--- config.mk ---
export PLATFORM = sky130hd
export DESIGN_NAME = s1_dist
export DESIGN_NICKNAME = d
export VERILOG_FILES = /design/src/rtl/s1_pkg.sv /design/src/rtl/s1_lane.sv /design/src/rtl/s1_dist.sv
export SDC_FILE = /design/constraint.sdc
export NUM_CORES = 1
export LEC_CHECK = 0
export CORE_MARGIN = 1.5
export CORE_UTILIZATION = 34
export DETAILED_ROUTE_END_ITERATION = 10
export DONT_BUFFER_PORTS = 1
export PLACE_DENSITY_LB_ADDON = 0.05
export RECOVER_POWER = 50
export SYNTH_ARGS = -nofsm -noshare
export SYNTH_HDL_FRONTEND = slang
export SYNTH_SLANG_ARGS = --single-unit
--- constraint.sdc ---
create_clock -name clk -period 1.8 [get_ports clk]
set_input_delay 0.36 -clock clk [delete_from_list [all_inputs] [get_ports clk]]
set_output_delay 0.36 -clock clk [all_outputs]
set_load 0.05 [all_outputs]
--- src/rtl/s1_pkg.sv ---
// ============================================================================
// Module   : s1_pkg
// Purpose  : Shared types and select decode for the S1 select/distribute cells
// Revision : 1.0  initial release
// ============================================================================
`default_nettype none

package s1_pkg;

  localparam int LANES = 4;

  typedef logic [1:0] lane_t;

  // ACT-style select decode: S1 = A1|B1, S0 = A0&B0
  function automatic lane_t sel_decode(input logic a1, input logic b1,
                                       input logic a0, input logic b0);
    return {a1 | b1, a0 & b0};
  endfunction

endpackage

`default_nettype wire

--- src/rtl/s1_lane.sv ---
// ============================================================================
// Module   : s1_lane
// Purpose  : One holding lane; a load wins over an ack so refill keeps it full
// Revision : 1.0  initial release
// ============================================================================
`default_nettype none

module s1_lane #(
  parameter int N = 1
) (
  input  logic         clk,
  input  logic         clr,
  input  logic         load,
  input  logic         ack,
  input  logic [N-1:0] din,
  output logic [N-1:0] q,
  output logic         full
);

  always_ff @(posedge clk or posedge clr) begin
    if (clr) begin
      q    <= '0;
      full <= 1'b0;
    end else if (load) begin
      q    <= din;
      full <= 1'b1;
    end else if (ack) begin
      full <= 1'b0;
    end
  end

endmodule

`default_nettype wire

--- src/rtl/s1_dist.sv ---
// ============================================================================
// Module   : s1_dist
// Purpose  : Registered 1-to-4 distributor with select or round-robin steering
// Revision : 1.0  initial release
// ============================================================================
`default_nettype none

module s1_dist
  import s1_pkg::*;
#(
  parameter int N = 1
) (
  input  logic         clk,
  input  logic         clr,
  input  logic [N-1:0] din,
  input  logic         in_valid,
  output logic         in_ready,
  input  logic         A1,
  input  logic         B1,
  input  logic         A0,
  input  logic         B0,
  input  logic         rr,
  input  logic [3:0]   ack,
  output logic [N-1:0] q0,
  output logic [N-1:0] q1,
  output logic [N-1:0] q2,
  output logic [N-1:0] q3,
  output logic [3:0]   full,
  output logic         ovf
);

  lane_t                  ptr;
  lane_t                  tgt;
  logic                   accept;
  logic [LANES-1:0]       load;
  logic [LANES-1:0][N-1:0] q_arr;

  assign tgt      = rr ? ptr : sel_decode(A1, B1, A0, B0);
  assign in_ready = ~full[tgt] | ack[tgt];
  assign accept   = in_valid & in_ready;

  always_comb begin
    load = '0;
    if (accept) load[tgt] = 1'b1;
  end

  generate
    for (genvar i = 0; i < LANES; i++) begin : g_lane
      s1_lane #(.N(N)) u_lane (
        .clk  (clk),
        .clr  (clr),
        .load (load[i]),
        .ack  (ack[i]),
        .din  (din),
        .q    (q_arr[i]),
        .full (full[i])
      );
    end
  endgenerate

  assign q0 = q_arr[0];
  assign q1 = q_arr[1];
  assign q2 = q_arr[2];
  assign q3 = q_arr[3];

  // Pointer only moves on a round-robin accept, so select mode leaves it parked
  always_ff @(posedge clk or posedge clr) begin
    if (clr) begin
      ptr <= '0;
      ovf <= 1'b0;
    end else begin
      if (accept && rr) ptr <= ptr + 2'd1;
      if (in_valid && !in_ready) ovf <= 1'b1;
    end
  end

endmodule

`default_nettype wire
=== Word-level counts from Yosys, hierarchy flattened ===
Cells that the tools add are included.

* Add/subtract/negate cells: 1
* Magnitude comparators: 2
* Mux-type cells: 16
* Bitwise logic cells: 5
* Reduce and logical (&&, ||, !) cells: 8

{| class="wikitable"
|+ Operator list
! kind !! number
|-
| 2-to-1 mux 1 bit || 11
|-
| nonzero test 2 bit || 4
|-
| binary-select mux 1 bit (select 2 bit) || 2
|-
| 2-to-1 mux 4 bit || 1
|-
| logical AND 1 bit || 3
|-
| less-than comparator 2 x 3 -> 1 bit (second input constant) || 1
|-
| adder 2 x 1 -> 2 bit (second input constant) || 1
|-
| bitwise AND 1 bit || 2
|-
| demux 1 bit (select 2 bit) || 1
|-
| >= comparator 2 x 1 -> 1 bit (second input constant) || 1
|-
| 2-to-1 mux 2 bit || 1
|-
| OR 1 bit || 2
|-
| zero test 1 bit || 1
|-
| inverter 1 bit || 1
|}

* Flip-flop bits (word level): 11
* Input port bits: 13
* Output and inout port bits: 10
* Word-level logic and storage cells: 42

=== Longest topological paths before layout ===
* Word-level depth: 9
* Depth in mapped cells: 4
* Depth with buffers taken out: 4

=== Hierarchy ===
From an unflattened synthesis, not the netlist that was laid out.

* Cell total of the unflattened synthesis: 60
* Area total of the unflattened synthesis: 600.6 µm²

{| class="wikitable"
|+ Modules (own cells, without submodules)
! module !! instances !! cells an instance !! area an instance (µm²) !! sequential area each (µm²)
|-
| s1_lane || 4 || 6 || 81.3 || 50.0
|-
| s1_dist || 1 || 36 || 275.3 || 75.1
|}

=== Worst setup path after synthesis ===
Ideal clock, no wire load.

* Kind: input to output
* From: input port rr
* To: output port in_ready
* Arrival time: 1.325 ns
* Required time: 1.440 ns
* Path slack: 0.115 ns
* Stages on the path: 4
* Path buffers: 0
* Path through: nand3b_1 and2_4 a311oi_1 or2_2

* Longest elaborated chain between the ends: 5
* Elaborated cells on any way between the ends: 7
* Classes of those cells: 5 x mux; 2 x bitwise

{| class="wikitable"
|+ RTL lines
! element !! RTL line !! text
|-
| from (decl) || s1_dist.sv:22 || <nowiki>input logic rr,</nowiki>
|-
| 2-to-1 mux 2 bit * || s1_dist.sv:38 || <nowiki>assign tgt = rr ? ptr : sel_decode(A1, B1, A0, B0);</nowiki>
|-
| binary-select mux 1 bit (select 2 bit) || s1_dist.sv:39 || <nowiki>assign in_ready = ~full[tgt] | ack[tgt];</nowiki>
|-
| 2-to-1 mux 1 bit (not written as such) || s1_dist.sv:39 ||
|-
| inverter 1 bit || s1_dist.sv:39 ||
|-
| OR 1 bit * || s1_dist.sv:39 ||
|-
| to (decl) || s1_dist.sv:17 || <nowiki>output logic in_ready,</nowiki>
|}

Every way passes the cells marked *; elsewhere a longest branch is shown, timed or not. The select of a mux whose other input is x is not followed.

=== Worst setup path in the final report ===
* From: register ptr[1]
* To: output port in_ready

* Longest elaborated chain between the ends: 5
* Elaborated cells on any way between the ends: 7
* Classes of those cells: 5 x mux; 2 x bitwise

{| class="wikitable"
|+ RTL lines
! element !! RTL line !! text
|-
| from (decl) || s1_dist.sv:32 || <nowiki>lane_t ptr;</nowiki>
|-
| from (signal assigned) || s1_dist.sv:72 || <nowiki>if (accept && rr) ptr <= ptr + 2'd1;</nowiki>
|-
| 2-to-1 mux 2 bit * || s1_dist.sv:38 ||
|-
| binary-select mux 1 bit (select 2 bit) || s1_dist.sv:39 ||
|-
| 2-to-1 mux 1 bit (not written as such) || s1_dist.sv:39 ||
|-
| inverter 1 bit || s1_dist.sv:39 ||
|-
| OR 1 bit * || s1_dist.sv:39 ||
|}

Marked as above.

==> results.py <==
metrics = {
    "status": {
        "status": "complete, but fails checks",
        "violations": "setup timing",
    },
    "timing": {
        "fin_ws_ps": -26.5,
        "timing.fmax_mhz": 547,
        "worst_slew_margin_rel_pct": 68.6,
        "period_needed_ps": 1830,
        "min_period_over_period_pct": 101,
        "grt_setup_unrepaired": "yes",
        "holdWs_ps": 218,
        "fin_skew_ps": 5.92,
        "hold_viol_final": 0,
        "finalMaxSlewViolations": 0,
        "tightest_slew_ps": 472,
        "setup_viol": 1,
        "tns_ps": -26.5,
    },
    "placement": {
        "gp_congestion": 0.739,
        "dp_hpwl_um": 965,
        "place_ws_ps": 87.7,
        "portBuffers": 0,
        "dp_cells": 91,
        "dpl-instance-area_um2": 662,
    },
    "worst_setup_path": {
        "crit_required_ps": 1440,
        "crit_path_cell_trace": "nor2b_2 -> nor2_2 -> a311oi_2 -> or2_4",
        "cpLargestDelayFamily": "simple AND/OR/NAND/NOR gates",
        "arrival_ps": 1470,
        "worst-path-max-fanout": 3,
        "slowest_stage": "dfrtp_1",
        "endpoint_kind": "output port",
        "setup.worst_path.class": "register to output port",
        "cp.buffers_inverters": 0,
        "cpPeakStageDelay_ps": 420,
        "start_kind": "register",
    },
    "global_routing": {
        "grt_pass1_vias": 438,
        "antenna_found_initial": 0,
        "grt_max_degree": 12,
        "grt_pass1_wl_mm": 1.95,
        "grt-ovfl-total": 0,
        "gr-usage-all-layers_pct": 14.0,
    },
    "routing": {
        "wl_mm": 1.34,
        "vias_per_cell": 5.10,
        "wire_per_inst_um": 13.2,
        "vias": 520,
        "first_iter_violations": 6,
        "firstDrtPassIters": 4,
        "antenna_left": 0,
        "drcViolationCount": 0,
    },
    "yosys": {
        "yosysWarnings": 0,
        "synthDistinctLibCells": 25,
        "async_flop_share_pct": 100,
        "yosysSeqAreaShare_pct": 44.7,
        "yosysTopAreaCellShare_pct": 44.7,
        "synthMostInstantiatedCell": "dfrtp_1",
        "synth_edf_count": 0,
        "syn-instance-count": 64,
        "synth-main-ff-cell": "dfrtp_1",
        "syn_nets": 77,
        "syn_area_per_cell_um2": 9.62,
        "synth_area_leaders": "dfrtp_1, buf_4, mux2_2",
        "synthTopCellsByCount": "dfrtp_1, buf_4, inv_1, nand2_1",
        "post-synth-top-area-cell": "dfrtp_1",
        "synth-seq-cells": 11,
        "netlist_area_um2": 616,
    },
    "clocking": {
        "cts_root_buffer": "clkbuf_4",
        "htree_levels": 1,
        "path_clk_slew_ps": 70,
        "cts_tree": "built",
        "cts_buffers": 3,
        "cts_num_sinks": 11,
        "clk_latency_ps": 270,
        "clock_path_buffers": 2,
    },
    "final_layout": {
        "fillers": 176,
        "final-seq-area_um2": 275,
        "antenna_cells": 0,
        "drive_gt1_share_pct": 40.3,
        "stdcell_count": 102,
        "fin_util_pct": 45.3,
        "area_growth_pct": 25.6,
        "finalNetCount": 91,
        "multi_input_area_um2": 313,
        "fin_area_um2": 773,
    },
    "flow_run": {
        "drv_cap": 0,
    },
    "power": {
        "leakage_nw": 0.351,
        "peakVddDrop_v": 0.000826,
        "pwr_density_cell_nw_per_um2": 1530,
        "p_total_mw": 1.19,
    },
    "die": {
        "core_um2": 1710,
        "fp-row-count": 15,
        "die-area_um2": 2070,
        "start_util_pct": 36.0,
        "io_pins": 23,
        "die_h_um": 45.6,
        "die_w_um": 45.6,
    },
    "min_path": {
        "min_path_type": "input pin to register",
    },
}
placed cells by master (no fill, tap or decap), drive strengths merged:
master        n
o21ai         4
or2b          2
xor2          1
nor2b         2
clkinv        1
and2          1
a21oi         4
inv           5
dfrtp        11
nor3          3
nand2         6
nand3b        1
nand3         2
clkbuf        3
mux2          4
a311oi        1
dlygate4sd3   1
nor2          1
buf          13
or3           1
or2           1
nand2b        2
a211oi        1
o31ai         1
nand4         4
o2111ai       1
final timing paths:
check	from	depth (start not counted)	slack (ps)	endpoint
max in group asynchronous	clr	2	990	g_lane[0].u_lane.full
setup / recovery	ptr[1]	4	-30	in_ready
hold / removal	din	1	220	g_lane[1].u_lane.q
setup reg to reg	ptr[1]	6	360	g_lane[3].u_lane.q
hold reg to reg	g_lane[3].u_lane.full	3	680	g_lane[3].u_lane.full
min in group asynchronous	clr	2	520	g_lane[2].u_lane.full
registers in the layout, summed over array words and instances, names as in the netlist:
| name | flops |
|---|---|
| ptr | 2 |
| g_lane.u_lane.q | 4 |
| g_lane.u_lane.full | 4 |
| ovf | 1 |
final cells by class:
| cell class | count | area share [%] |
|---|---|---|
| clock inverters | 1 | 0.647 |
| flip-flops and latches | 11 | 35.6 |
| inverters | 5 | 2.43 |
| clock buffers | 3 | 2.91 |
| multi-input cells | 43 | 40.5 |
| repair buffers | 14 | 13.9 |
| well taps | 25 | 4.05 |
power breakdown:
group	switching [mW]	leakage, nW	internal [mW]
Combinational	0.255	0.202	0.211
Sequential	0.223	0.131	0.330
Clock	0.0841	0.0177	0.0823
cells by family after synthesis:
kind of cell	synth area share [%]
AND/OR/NAND/NOR	25.6
multiplexers	7.32
AO/OA/AOI/OAI	11.8
buffers and inverters	9.15
XOR/XNOR	1.42
flip-flops	44.7
routing by layer:
layer | up-vias | share of wire (%) | track usage, %
li1 | 248 | - | -
met1 | 247 | 43 | 16.7
met2 | 21 | 48 | 20.0
met3 | 4 | 5.7 | 6.75
met4 | 0 | 2.6 | 8.82
met5 | - | 0 | 0
timing repair:
| action | in CTS | in global routing |
|---|---|---|
| setup buffers | 3 | 3 |
| setup endpoints to repair | 1 | 1 |
| hold buffers | 1 | 0 |
| endpoints found under the hold margin | 11 | 0 |
| gates resized for setup | 7 | 1 |
| pin swaps | 3 | 4 |
Power figures use the tool's default switching activity.
